File: src/rtl/sprite_rom_arbiter.sv
// sprite_rom_arbiter
//   Round-robin arbiter sharing one synchronous sprite ROM among NREQ sprite
//   renderers. At most one ROM read is granted per vga_clk cycle. Each
//   returned palette index is tagged with the winning requester's ID.
//
// Ports
//   i_vga_clk      pixel clock, all state on posedge
//   i_reset        asynchronous active-high reset
//   i_frame_start  one-cycle pulse, rewinds the priority pointer to 0
//   i_req          per-requester read request (level)
//   i_addr         requester i address at [i*AW +: AW]
//   o_gnt          one-hot grant, combinational from i_req
//   o_rom_address  registered ROM address
//   i_rom_q        ROM read data, valid ROM_LAT cycles after the address
//   o_rsp_valid    one cycle per grant, ROM_LAT+1 cycles after the grant
//   o_rsp_id       requester index of the response
//   o_rsp_data     palette index; holds between responses
module sprite_rom_arbiter #(
  parameter int NREQ    = 4,
  parameter int AW      = 12,
  parameter int DW      = 4,
  parameter int ROM_LAT = 1,
  // Derived from NREQ; do not override.
  parameter int IDW     = $clog2(NREQ)
) (
  input  logic                 i_vga_clk,
  input  logic                 i_reset,
  input  logic                 i_frame_start,
  input  logic [NREQ-1:0]      i_req,
  input  logic [NREQ*AW-1:0]   i_addr,
  output logic [NREQ-1:0]      o_gnt,
  output logic [AW-1:0]        o_rom_address,
  input  logic [DW-1:0]        i_rom_q,
  output logic                 o_rsp_valid,
  output logic [IDW-1:0]       o_rsp_id,
  output logic [DW-1:0]       o_rsp_data
);

  // Tag pipe: stage s holds the grant issued s+1 cycles ago. The last stage
  // (ROM_LAT) lines up with the cycle the response is presented.
  logic [ROM_LAT:0]            r_vld_pipe;
  logic [ROM_LAT:0][IDW-1:0]   r_id_pipe;

  logic [IDW-1:0]              r_ptr;
  logic [AW-1:0]               r_rom_address;
  logic [DW-1:0]               r_rsp_data;

  logic                        w_found;
  logic [IDW-1:0]              w_win;
  logic [AW-1:0]               w_win_addr;
  logic [IDW-1:0]              w_ptr_nxt;
  int                          w_idx;

  // Rotating priority scan starting at r_ptr. r_ptr never exceeds NREQ-1,
  // so a single subtraction folds the index back into range.
  always_comb begin
    w_found    = 1'b0;
    w_win      = '0;
    w_win_addr = '0;
    w_idx      = 0;
    for (int k = 0; k < NREQ; k++) begin
      w_idx = int'(r_ptr) + k;
      if (w_idx >= NREQ) w_idx = w_idx - NREQ;
      if (!w_found && i_req[w_idx]) begin
        w_found    = 1'b1;
        w_win      = IDW'(w_idx);
        w_win_addr = i_addr[w_idx*AW +: AW];
      end
    end
  end

  // Explicit wrap so non-power-of-two NREQ never yields an ID >= NREQ.
  assign w_ptr_nxt = (w_win == IDW'(NREQ-1)) ? '0 : w_win + 1'b1;

  for (genvar g = 0; g < NREQ; g++) begin : g_gnt
    assign o_gnt[g] = w_found && !i_reset && (w_win == IDW'(g));
  end

  always_ff @(posedge i_vga_clk or posedge i_reset) begin
    if (i_reset) begin
      r_ptr         <= '0;
      r_rom_address <= '0;
    end else begin
      if (w_found) r_rom_address <= w_win_addr;
      // frame_start takes precedence over the post-grant pointer advance.
      if (i_frame_start)  r_ptr <= '0;
      else if (w_found)   r_ptr <= w_ptr_nxt;
    end
  end

  always_ff @(posedge i_vga_clk or posedge i_reset) begin
    if (i_reset) begin
      r_vld_pipe <= '0;
      r_id_pipe  <= '0;
      r_rsp_data <= '0;
    end else begin
      r_vld_pipe[0] <= w_found;
      r_id_pipe[0]  <= w_found ? w_win : '0;
      for (int s = 1; s <= ROM_LAT; s++) begin
        r_vld_pipe[s] <= r_vld_pipe[s-1];
        r_id_pipe[s]  <= r_id_pipe[s-1];
      end
      // ROM data for the tag entering the last stage is valid at this edge.
      if (r_vld_pipe[ROM_LAT-1]) r_rsp_data <= i_rom_q;
    end
  end

  assign o_rom_address = r_rom_address;
  assign o_rsp_valid   = r_vld_pipe[ROM_LAT];
  assign o_rsp_id      = r_id_pipe[ROM_LAT];
  assign o_rsp_data    = r_rsp_data;

endmodule

File: config.mk
export PLATFORM = sky130hd
export DESIGN_NAME = sprite_rom_arbiter
export DESIGN_NICKNAME = d
export VERILOG_FILES = /design/src/rtl/sprite_rom_arbiter.sv
export SDC_FILE = /design/constraint.sdc
export NUM_CORES = 1
export LEC_CHECK = 0
export BUFFER_PORTS_ARGS = -buffer_cell sky130_fd_sc_hd__buf_4
export CORE_ASPECT_RATIO = 1.1
export CORE_MARGIN = 5
export CORE_UTILIZATION = 25
export CTS_CLUSTER_DIAMETER = 100
export DETAILED_ROUTE_END_ITERATION = 10
export GPL_ROUTABILITY_DRIVEN = 0
export SLEW_MARGIN = 20
export SYNTH_ARGS = -nofsm -noshare
export SYNTH_HDL_FRONTEND = slang
export SYNTH_SLANG_ARGS = --single-unit
File: constraint.sdc
create_clock -name i_vga_clk -period 11.24 [get_ports i_vga_clk]
set_clock_uncertainty 0.05 [all_clocks]
set_input_delay 2.248 -clock i_vga_clk [delete_from_list [all_inputs] [get_ports i_vga_clk]]
set_output_delay 2.248 -clock i_vga_clk [all_outputs]
set_load 0.05 [all_outputs]
==> results of run 1 <==
-- report_power, final --
group          switching [mW]  total (mW)  leakage [nW]  internal [mW]
clock network          0.0347      0.0834        0.0382         0.0487
registers              0.0656       0.193         0.284          0.127
logic                    1.17        1.91          2.20          0.741
total                    1.27        2.19          2.52          0.917
-- how the worst max path moves through the flow --
stage,to,depth (start not counted)
4_1_cts,o_gnt[1],7
5_1_grt,o_gnt[1],9
2_1_floorplan,o_gnt[1],7
3_3_place_gp,o_gnt[3],7
6_report,o_gnt[1],7
3_5_place_dp,o_gnt[1],7
-- sequential cells by signal, summed over array words and instances (netlist names) --
| signal | flops |
|---|---|
| o_rom_address | 12 |
| r_vld_pipe | 2 |
| r_id_pipe | 2 |
| o_rsp_data | 4 |
| o_rsp_id | 2 |
| r_ptr | 2 |
-- metal layers --
layer / part of all wire (%) / routed length (um)
met5: 0 / 0
met4: 4.1 / 971
met3: 9.9 / 2314
met2: 46 / 10760
met1: 40 / 9407
-- synthesized netlist by cell type (8+ instances only) --
library cell               count
sky130_fd_sc_hd__a21oi_1      52
sky130_fd_sc_hd__o21ai_0      40
sky130_fd_sc_hd__a32oi_1       9
sky130_fd_sc_hd__o22ai_1      11
sky130_fd_sc_hd__a211oi_1     17
sky130_fd_sc_hd__inv_1        16
sky130_fd_sc_hd__nand2b_1     12
sky130_fd_sc_hd__nor2_1       63
sky130_fd_sc_hd__buf_4        13
sky130_fd_sc_hd__dfrtp_1      24
sky130_fd_sc_hd__clkbuf_1     18
sky130_fd_sc_hd__nand3_1      17
sky130_fd_sc_hd__nor2b_1      11
sky130_fd_sc_hd__a22oi_1      13
sky130_fd_sc_hd__mux2i_1      79
sky130_fd_sc_hd__ha_1         12
sky130_fd_sc_hd__buf_2        33
sky130_fd_sc_hd__a31oi_1       9
sky130_fd_sc_hd__o211ai_1     14
sky130_fd_sc_hd__mux4_2       29
sky130_fd_sc_hd__nor3_1       11
sky130_fd_sc_hd__a221oi_1      9
sky130_fd_sc_hd__nand2_1      71
sky130_fd_sc_hd__mux2_2       36
sky130_fd_sc_hd__and3_1        8
-- worst reg2reg max path: stages, from the launching register on --
cell and delay (ns):
sky130_fd_sc_hd__dfrtp_4 0.72, sky130_fd_sc_hd__inv_2 0.13, sky130_fd_sc_hd__buf_4 0.57, sky130_fd_sc_hd__ha_4 0.90
sky130_fd_sc_hd__buf_4 0.77, sky130_fd_sc_hd__mux2_2 0.50, sky130_fd_sc_hd__mux4_2 0.46, sky130_fd_sc_hd__a32o_1 0.22
sky130_fd_sc_hd__a222oi_1 0.27, sky130_fd_sc_hd__o311ai_1 0.15
-- cells by family (layout without fill, tap and decap cells) --
group | count (synthesis) | in the layout | synth area share, %
AOI/OAI and AO/OA | 232 | 232 | 27.53
adders and majority gates | 12 | 12 | 2.633
buffers and inverters | 89 | 114 | 7.766
DFF | 24 | 24 | 10.53
muxes | 145 | 145 | 32.89
other | 1 | 1 | 0.06576
and+or+nand+nor | 225 | 225 | 18.58
-- stage by stage --
| step | utilization, % | instance area (um2) | instances | setup WS (ns) | total power [mW] |
|---|---|---|---|---|---|
| 4_1_cts | 28.70 | 6497 | 1053 | 4.021 | 2.150 |
| 3_5_place_dp | 28.35 | 6419 | 1049 | 4.023 | 2.065 |
| 3_3_place_gp | 28.35 | 6419 | 1049 | 4.111 | 2.060 |
| 6_report | 28.70 | 6497 | 1053 | 3.947 | 2.186 |
| 5_1_grt | 28.70 | 6497 | 1053 | 3.778 | 2.321 |
| 2_1_floorplan | - | 5703 | 728 | 4.853 | 1.624 |
-- final cells by class --
cell class / instances / area [um2]
clock buffer: 4 / 78.83
fill: 2479 / 16140
inverter: 17 / 63.81
multi-input combinational: 615 / 4677
sequential: 24 / 604.3
tap: 300 / 375.4
timing repair buffer: 93 / 698.2
==> results list, run 1 <==
- The run finished with clean final reports.
* Clock-pin slew of the registers on the worst-case setup and hold paths: 0.06 ns
* Biggest cell delay along the critical path: 0.86 ns
- Unrepaired setup endpoints after global routing: no
- Critical path's top delay family: simple AND/OR/NAND/NOR gates
- For this design the ratio of total power to cell area is 336.4 nW/um2.
- Summed over all failing endpoints, the final setup total negative slack is 0 ns.
* IO buf count: 81
- Startpoint Class: primary input
- The worst hold path begins at r_id_pipe[1]$_DFF_PP0_.
- Die area: 25940 um2
- Endpoint of the worst hold-timing path: o_rsp_id[1]$_DFF_PP0_
- Share of the synthesized area in the top cell type: 13.87%
* # setup viols final: 0
- Standard cell with the maximum stage delay on the critical path: sky130_fd_sc_hd__nor3_2
* Std-Cell Rows: 58
* Final Critical Period: 7.293 ns
- Count of final max-slew check failures: 0
- The via count of the first global-routing pass came to 6082.
- Actual slew at the worst max-slew pin: 1.126 ns
- In the synthesized netlist the dominant register cell turns out to be sky130_fd_sc_hd__dfrtp_1.
* Synth-to-Final Area Change: 13.93%
- Num CTS Buffers: 3
- Most common cell after layout, fill and taps aside: sky130_fd_sc_hd__buf_4
* Global routing usage on met3: 3.265%
- The startpoint identified for the worst register-to-register timing path is r_ptr[0]$_DFFE_PP0P_.
- N_diodes: 0
- The tool flagged a number of max-cap violations equal to 0.
- At the worst endpoint, the required time is 8.94 ns.
* Via count: 6277
* Most prevalent standard cell on the critical path: sky130_fd_sc_hd__buf_4
- Together, buffers and inverters on the worst path number 3.
- The wire-length estimate of the detail-placed layout is 16.61 mm.
- The min-delay analysis places its worst path in the category reg2reg.
- CP arrival: 4.99 ns
* Final Net Count: 825
* Placeable core region: 22640 um2
- Via/cell ratio: 5.961
- Worst Setup SP: i_req[3]
* Worst skew pair latency: 0.27 ns
- Die span in x: 154.0 um
* Aggregate global-route resource usage: 17.14%
- Initial core utilization: 25.19%
- The worst setup path is captured at a primary output.
* Worst relative slew slack: 24.69%
- The critical path is of the in2out type.
- Area of the mapped netlist: 5703 um2
- GR Layer Usage met2: 27.66%
- Largest area contributor in the netlist: sky130_fd_sc_hd__mux2i_1
* Residual DRC count: 0
* Leading post-synthesis cells by cell area: sky130_fd_sc_hd__mux2i_1 14%, sky130_fd_sc_hd__mux4_2 11%, sky130_fd_sc_hd__dfrtp_1 11%, sky130_fd_sc_hd__mux2_2 7.1%, sky130_fd_sc_hd__nand2_1 4.7%
- Commonest non-fill, non-tap cells in the layout: 93 x sky130_fd_sc_hd__buf_4, 79 x sky130_fd_sc_hd__mux2i_1, 71 x sky130_fd_sc_hd__nand2_1
- Synth Register Bits: 24
* Hold buffer count at cts: 0
- Remaining antenna violation count: 0
- Deepest clock path buffer count: 2
- Maximum vdd drop: 0.0002022 V
- Wires add up to 23.46 mm.
* Number of design-rule violations left by the first detailed-router iteration: 857
* Post-synthesis cell count: 728
- The number of nets in the synthesized netlist is 799.
- Entering global routing, the biggest net connects 80 pins.
* Fraction of final layout cells sized beyond drive strength 1: 23.51%
* Ys Warns: 0
- Summed over all layers, the global routing overflow is 0.
- I/O pin cnt: 82
* Minimum hold slack: 0.2961 ns
- Routed len/inst: 22.28 um
- Static leakage: 2.518 nW
- Minimum setup slack among reg-to-reg paths: 6.35 ns
- Chip height: 168.4 um
* Number of failing hold endpoints at the final stage: 0
* Mean Syn Cell Area: 7.834 um2
- CTS tree: done
- Antenna violations before repair: 0
* Worst-path cell chain: buf_4 > mux4_2 > or2_1 > nor3_2 > inv_1 > and3_1 > buf_4
- Pre-Repair DR Iteration Count: 6
- The first global-routing pass estimated 35.82 mm of wire.
- Setup repair bufs after CTS: 0
* Worst hold stages: 0
- Proportion of synthesized chip area in sequential cells: 10.53%
- For this run, the top clock speed supported by timing is 137.1 MHz.
- In this run the worst path has a maximum fanout of 13.
- Master cell of the clock root buffer: sky130_fd_sc_hd__clkbuf_16
* Number of gates resized after CTS: 0
- Global routing used 22.70% of the available met1 tracks.
- Gr busiest metal: met2
* Logic depth of the worst register-to-register path: 9
* Number of clock sinks: 24
- Final clock period utilization by the worst path: 64.88%
- The endpoint identified for the worst register-to-register timing path is o_rom_address[7]$_DFFE_PP0N_.
* Post-synth EDFFs: 0
- Async set-reset flop share out of synthesis: 100.0%
- Number of H-tree levels: 1
* Library cells used by synthesis: 70
Note: power is estimated with default switching activity, not from simulation.
==> run 2, diff against run 1 <==
--- a/config.mk
+++ b/config.mk
@@ -5,6 +5,7 @@
 export SDC_FILE = /design/constraint.sdc
 export NUM_CORES = 1
 export LEC_CHECK = 0
+export ABC_AREA = 1
 export BUFFER_PORTS_ARGS = -buffer_cell sky130_fd_sc_hd__buf_4
 export CORE_ASPECT_RATIO = 1.1
 export CORE_MARGIN = 5
==> constraint.sdc (replaced) <==
create_clock -name i_vga_clk -period 6.5 [get_ports i_vga_clk]
set_clock_uncertainty 0.05 [all_clocks]
set_input_delay 1.3 -clock i_vga_clk [delete_from_list [all_inputs] [get_ports i_vga_clk]]
set_output_delay 1.3 -clock i_vga_clk [all_outputs]
set_load 0.05 [all_outputs]
==> results list, run 2 <==
- Cells fill 29.19% of the core in the end.
* Ranking of synthesized cells by instance count: 460 x sky130_fd_sc_hd__nand2_1, 162 x sky130_fd_sc_hd__nand3_1, 57 x sky130_fd_sc_hd__inv_1, 51 x sky130_fd_sc_hd__nor2_1, 37 x sky130_fd_sc_hd__o21ai_0
* Master cell of the clock root buffer: sky130_fd_sc_hd__clkbuf_16
- The clock period could shrink to 4.829 ns.
- Leading post-synthesis cells by cell area: sky130_fd_sc_hd__nand2_1 35%, sky130_fd_sc_hd__nand3_1 16%, sky130_fd_sc_hd__dfrtp_1 12%, sky130_fd_sc_hd__inv_1 4.3%, sky130_fd_sc_hd__nor2_1 3.8%
- The worst pin sits at a relative slew slack of 33.25%.
- Final Net Count: 1089
* Die span in x: 144.8 um
* Post-synth EDFFs: 0
* Count leader, synth: sky130_fd_sc_hd__nand2_1
- For this design, the sink count on the clock tree is 24.
- Worst skew pair latency: 0.26 ns
* Final routed wirelength across all metal layers: 20.88 mm
- Number of failing hold endpoints at the final stage: 0
- Outcome: finished, final reports clean
* Worst hold path type: reg2reg
- Remaining antenna violation count: 0
- In the final layout, the share of cells above drive strength 1 is 12.68%.
- Deepest clock path buffer count: 2
- Clock-pin slew was measured on the worst setup and hold paths at 0.06 ns.
* Std-Cell Rows: 54
* Fin Setup TNS: 0 ns
* Pre-Repair DR Iteration Count: 5
- In the layout the commonest cells are 460 x sky130_fd_sc_hd__nand2_1, 162 x sky130_fd_sc_hd__nand3_1, 92 x sky130_fd_sc_hd__buf_4.
- Entering global routing, the biggest net connects 93 pins.
- Static leakage: 3.133 nW
* CP arrival: 3.48 ns
- The first global-routing pass estimated 32.53 mm of wire.
- Initial core utilization: 25.34%
- For the pin with the worst max-slew slack, the measured transition is 0.9988 ns.
- Antenna violations before repair: 0
- Via/cell ratio: 5.179
- The filler cells instantiated in the layout total 2299.
- Ys Warns: 0
- The via count of the first global-routing pass was 6250.
* Synth Register Bits: 24
* Number of H-tree levels: 1
- The final critical path takes up 74.29% of the cycle.
- In the final routed layout, each cell accounts on average for 16.45 um.
* Biggest cell delay along the critical path: 0.32 ns
- A synthesized cell averages 5.106 um2.
* Library cells used by synthesis: 37
- Setup repair bufs after CTS: 0
* Total half-perimeter wirelength after legalization and detailed placement: 15.94 mm
- Clock tree synthesis inserted a total of 3 buffers.
- Placeable core region: 19730 um2
- The repair_antennas step left the layout with diodes totalling 0.
- The critical path goes through buf_4 > inv_1 > nand2_1 > nand3_1 > nand2_1 > inv_2 > nand3_1 > nand3_1 > o21ai_1 > nand2_1 > o21ai_2 > inv_1 > ha_1 > inv_1 > nor2_1 > buf_4.
* Data required time at the worst endpoint: 5.15 ns
- Hold buffer count at cts: 0
- Fmax achieved: 207.1 MHz
- Reported max-cap violation count: 0
- Async set-reset flop share out of synthesis: 100.0%
- In this run the worst path has a maximum fanout of 11.
- Chip height: 158.3 um
- IR analysis of the VDD net gives a maximum drop of 0.0003191 V.
* Proportion of synthesized chip area in sequential cells: 12.02%
- The number of gates resized after CTS was 0.
* Primary flip-flop cell chosen by synthesis mapping: sky130_fd_sc_hd__dfrtp_1
- Die area: 22930 um2
* Via count: 6572
- TritonCTS built the clock tree.
- The register with the most flip-flops in the layout has 12 of them.
- Residual DRC count: 0
* IO buf count: 81
* Synth-to-Final Area Change: 15.19%
* Synthesized net count: 1050
- Setup violations remaining at the end of the flow were counted as 0.
- The library cell used most frequently in the layout, excluding fill and tap cells, is sky130_fd_sc_hd__nand2_1.
- Total power per unit cell area: 647.3 nW/um2
* Category of the critical setup timing path: in2out
* Standard cell with the maximum stage delay on the critical path: sky130_fd_sc_hd__nand2_1
* Post-synthesis cell count: 979
- For flop-to-flop paths, the worst setup slack is 2.52 ns.
- Global routing used 17.85% of the available tracks.
* Share of the synthesized area in the top cell type: 34.54%
- Area of the mapped netlist: 4999 um2
- The biggest area contributor in the post-synthesis netlist is sky130_fd_sc_hd__nand2_1.
* Grt ovf: 0
* Count of final max-slew check failures: 0
* I/O pin cnt: 82
- Setup repair after global routing left no endpoint under its margin.
- Category of the worst setup path capture point: primary output
- The worst setup path is launched from a primary input.
- Number of design-rule violations left by the first detailed-router iteration: 660
[run 2: cell types whose count changed after synthesis, moves of 12 or more]
cell and delta:
sky130_fd_sc_hd__a21oi_1 -24, sky130_fd_sc_hd__mux2_2 -32, sky130_fd_sc_hd__inv_1 +41, sky130_fd_sc_hd__nor2_1 -12
sky130_fd_sc_hd__mux4_2 -29, sky130_fd_sc_hd__mux2i_1 -78, sky130_fd_sc_hd__nand2_1 +389, sky130_fd_sc_hd__a211oi_1 -17
sky130_fd_sc_hd__o21ai_1 +18, sky130_fd_sc_hd__nand3_1 +145, sky130_fd_sc_hd__nand2b_1 -12, sky130_fd_sc_hd__a22oi_1 -12
[run 2: worst max-delay path: cells and delay by family]
family                     cells  cell delay (ns)
AOI/OAI and AO/OA              2             0.15
buffers and inverters          6             0.85
adders and majority gates      1             0.14
and+or+nand+nor                7             1.03
[run 2: path summary, 6_finish.rpt]
| path | start | to | depth (start not counted) |
|---|---|---|---|
| setup / recovery | i_req[3] | o_gnt[2] | 16 |
| hold / removal | r_id_pipe[1]$_DFF_PP0_ | o_rsp_id[1]$_DFF_PP0_ | 0 |
| max in group asynchronous | i_reset | r_ptr[0]$_DFFE_PP0P_ | 2 |
| min in group asynchronous | i_reset | o_rsp_data[0]$_DFFE_PP0P_ | 2 |
| setup reg to reg | r_ptr[0]$_DFFE_PP0P_ | o_rom_address[4]$_DFFE_PP0N_ | 13 |
| hold reg to reg | r_id_pipe[1]$_DFF_PP0_ | o_rsp_id[1]$_DFF_PP0_ | 0 |
[run 2: through the flow]
stage               power (mW)  cells  hold slack (ns)  setup slack, ns  area, um2
floorplan                2.708    979           0.2812            2.089       4999
global placement         3.473   1265           0.2921            1.790       5653
detailed placement       3.481   1265           0.2918            1.680       5653
CTS                      3.669   1269           0.3071            1.679       5758
global route             4.088   1269           0.3224            1.351       5758
finish                   3.727   1269           0.3041            1.671       5758
[run 2: layer usage]
layer | global-route usage (%) | share of wire (%) | wire length [um] | vias to the layer above
met2 | 29.61 | 47 | 9737 | 324
met3 | 3.334 | 8.0 | 1666 | 110
li1 | - | - | - | 3231
met1 | 20.12 | 37 | 7678 | 2907
met5 | 0 | 0 | 0 | -
met4 | 13.64 | 8.6 | 1794 | 0
[run 2: cells by family (layout without fill, tap and decap cells)]
| family | after synthesis | count (layout) | share of synthesized area [%] |
|---|---|---|---|
| fa+ha+maj | 12 | 12 | 3.004 |
| buf+inv | 123 | 161 | 12.09 |
| flops | 24 | 24 | 12.02 |
| mux | 5 | 5 | 1.101 |
| other cells | 1 | 1 | 0.07502 |
| compound gates | 109 | 109 | 12.34 |
| simple gates | 705 | 705 | 59.37 |
[run 2: report_power, final]
part | internal, mW | switching, mW
Sequential | 0.223 | 0.0375
Combinational | 0.920 | 2.37
Clock | 0.122 | 0.0526
[run 2: layout make-up]
type                            count  area [um2]  share of cell area, %
Sequential cell                    24       601.8                  10.45
Multi-Input combinational cell    832        3794                  65.88
Timing Repair Buffer               92       690.7                  11.99
Clock buffer                        3       75.07                  1.304
Inverter                           65       251.5                  4.368
Clock inverter                      1       30.03                 0.5215
Tap cell                          252       315.3                  5.476
==> run 3, diff against run 2 <==
==> constraint.sdc (replaced) <==
create_clock -name i_vga_clk -period 4.1 [get_ports i_vga_clk]
set_clock_uncertainty 0.05 [all_clocks]
set_input_delay 0.82 -clock i_vga_clk [delete_from_list [all_inputs] [get_ports i_vga_clk]]
set_output_delay 0.82 -clock i_vga_clk [all_outputs]
set_load 0.05 [all_outputs]
==> results list, run 3 (same netlist as run 2, synthesis figures left out) <==
* Pre-Repair DR Iteration Count: 8
- The library cells used most frequently in the layout, excluding fill and tap cells, are 460 x sky130_fd_sc_hd__nand2_1, 162 x sky130_fd_sc_hd__nand3_1, 101 x sky130_fd_sc_hd__buf_4.
- Across the run, the number of max-cap violations was 0.
* Uppermost routed layer: met5
* Maximum vdd drop: 0.0003620 V
- Chip height: 158.3 um
- Remaining antenna violation count: 0
* Instance count after placement with tap cells included: 1275
* Worst slack after detailed placement: 0.6312 ns
- Actual slew at the worst max-slew pin: 1.105 ns
- 0 antenna diodes ended up in the layout.
- The kind of cell with the highest combined delay along the critical path is buffers and inverters.
- Fmax achieved: 270.0 MHz
- Maximum fanout along the worst path: 8
* Final Net Count: 1099
* Number of global-route vias before repair: 6543
- Static leakage: 3.180 nW
* Met1 wire length: 8.112 mm
- Grt ovf: 0
- Worst setup margin: 0.3969 ns
* Unrepaired setup endpoints after global routing: no
- After clock tree synthesis, the clock-pin slew on the worst setup and hold paths is 0.06 ns.
* Number of fillers in the final layout: 2289
- Cells fill 29.55% of the core in the end.
- TritonCTS built the clock tree.
* Fraction of final layout cells sized beyond drive strength 1: 13.53%
* Outcome: finished, final reports clean
- The first routing iteration left 860 violations.
- Sequential standard cell area: 601.8 um2
- The worst setup path is of the reg2out kind.
- Die area: 22930 um2
- After legalization and detailed placement, the total HPWL measured 16.26 mm.
- The count of buffers added on input and output ports is 81.
* Fin Setup TNS: 0 ns
- The worst hold path belongs to the class reg2reg.
* Initial core utilization: 25.34%
- The number of hold-slack violations in the final timing report was 0.
- The register with the most flip-flops in the layout has 12 of them.
* Final clock period utilization by the worst path: 90.32%
* Antenna violations before repair: 1
- # setup viols final: 0
- The total area inside the core boundary comes to 19730 um2.
- Maximum number of pins on one net before global-route repair: 79
- Residual DRC count: 0
* Via/cell ratio: 5.303
* Routed len/inst: 16.77 um
- Number of H-tree levels: 1
* Aggregate global-route resource usage: 18.69%
- Clock latency on the worst-skew pair, taken at its later pin, is 0.25 ns.
- Power spread over the standard cell area amounts to 1027 nW/um2.
- Synth-to-Final Area Change: 16.62%
- The slowest stage of the critical path is the sky130_fd_sc_hd__dfrtp_1 cell.
* Count of final max-slew check failures: 0
- Measured against its own limit, the worst slew margin works out to 26.03%.
* Master cell of the clock root buffer: sky130_fd_sc_hd__clkbuf_16
- Setup repair bufs after CTS: 0
- Data required time at the worst endpoint: 3.23 ns
* Category of the worst setup path capture point: primary output
- Startpoint Class: register
* I/O pin cnt: 82
- The longest clock path from root to sink contains 2 buffers.
* Via count: 6783
- Hold buffer count at cts: 0
* Worst Path Buf+Inv: 5
* Std-Cell Rows: 54
* Final Critical Period: 3.703 ns
- Measured along the x axis, the die boundary spans 144.8 um.
* Most common cell after layout, fill and taps aside: sky130_fd_sc_hd__nand2_1
- Amount of wire on met2 after detailed routing: 9.922 mm
- Final non-filler cell total: 1279
- Biggest cell delay along the critical path: 0.51 ns
- Number of clock sinks: 24
- The number of gates resized after CTS was 0.
* Worst-path cell chain: inv_1 > ha_1 > inv_1 > nand2_1 > nand2_4 > nand3_1 > o21ai_1 > nand2_1 > o21ai_2 > inv_1 > ha_1 > inv_1 > nor2_1 > buf_4
- Summed over all layers, the routed wires come to 21.45 mm.
- Most prevalent standard cell on the critical path: sky130_fd_sc_hd__inv_1
* Area of combinational cells with multiple inputs: 3794 um2
* Met3 wire length: 1.781 mm
* Num CTS Buffers: 3
* CP arrival: 2.83 ns
- The first global-routing pass estimated 34.27 mm of wire.
==> run 3: changes by cell type in the layout (fill, tap and decap cells not counted) <==
cell,delta
sky130_fd_sc_hd__buf_4,+9
sky130_fd_sc_hd__buf_12,+1
sky130_fd_sc_hd__bufinv_16,-1
sky130_fd_sc_hd__clkbuf_8,+1
==> run 3: report_power, final <==
part	internal [mW]	switching, mW	total, mW
logic	1.52	3.79	5.31
registers	0.353	0.0871	0.440
clock network	0.149	0.0870	0.236
total	2.03	3.96	5.99
==> run 3: stage by stage <==
| stage | instance area [um2] | power, mW | hold slack, ns |
|---|---|---|---|
| finish | 5829 | 5.987 | 0.2983 |
| global route | 5829 | 6.580 | 0.3180 |
| CTS | 5829 | 5.879 | 0.2997 |
| detailed placement | 5741 | 5.619 | 0.2847 |
| global placement | 5741 | 5.630 | 0.2872 |
| floorplan | 4999 | 4.292 | 0.2812 |
==> run 3: layout make-up <==
class,instances,area share (%)
clock buffers,4,1.524
inverters,65,4.314
multi-input cells,832,65.08
flip-flops and latches,24,10.32
well taps,252,5.409
repair buffers,102,13.35
==> run 3: metal layers <==
metal	GRT usage (%)	vias to the layer above
met1	22.10	3023
met5	0	-
met2	30.51	391
met4	12.93	2
li1	-	3256
met3	3.334	111
==> run 3: worst paths after layout <==
kind | start | cells past startpoint | to | slack, ns
setup / recovery | r_ptr[1]$_DFFE_PP0P_ | 14 | o_gnt[2] | 0.40
hold / removal | r_id_pipe[1]$_DFF_PP0_ | 0 | o_rsp_id[1]$_DFF_PP0_ | 0.30
setup reg to reg | r_ptr[1]$_DFFE_PP0P_ | 14 | o_rom_address[6]$_DFFE_PP0N_ | 0.70
hold reg to reg | r_id_pipe[1]$_DFF_PP0_ | 0 | o_rsp_id[1]$_DFF_PP0_ | 0.30
max in group asynchronous | i_reset | 3 | r_ptr[0]$_DFFE_PP0P_ | 3.15
min in group asynchronous | i_reset | 3 | o_rom_address[4]$_DFFE_PP0N_ | 0.57
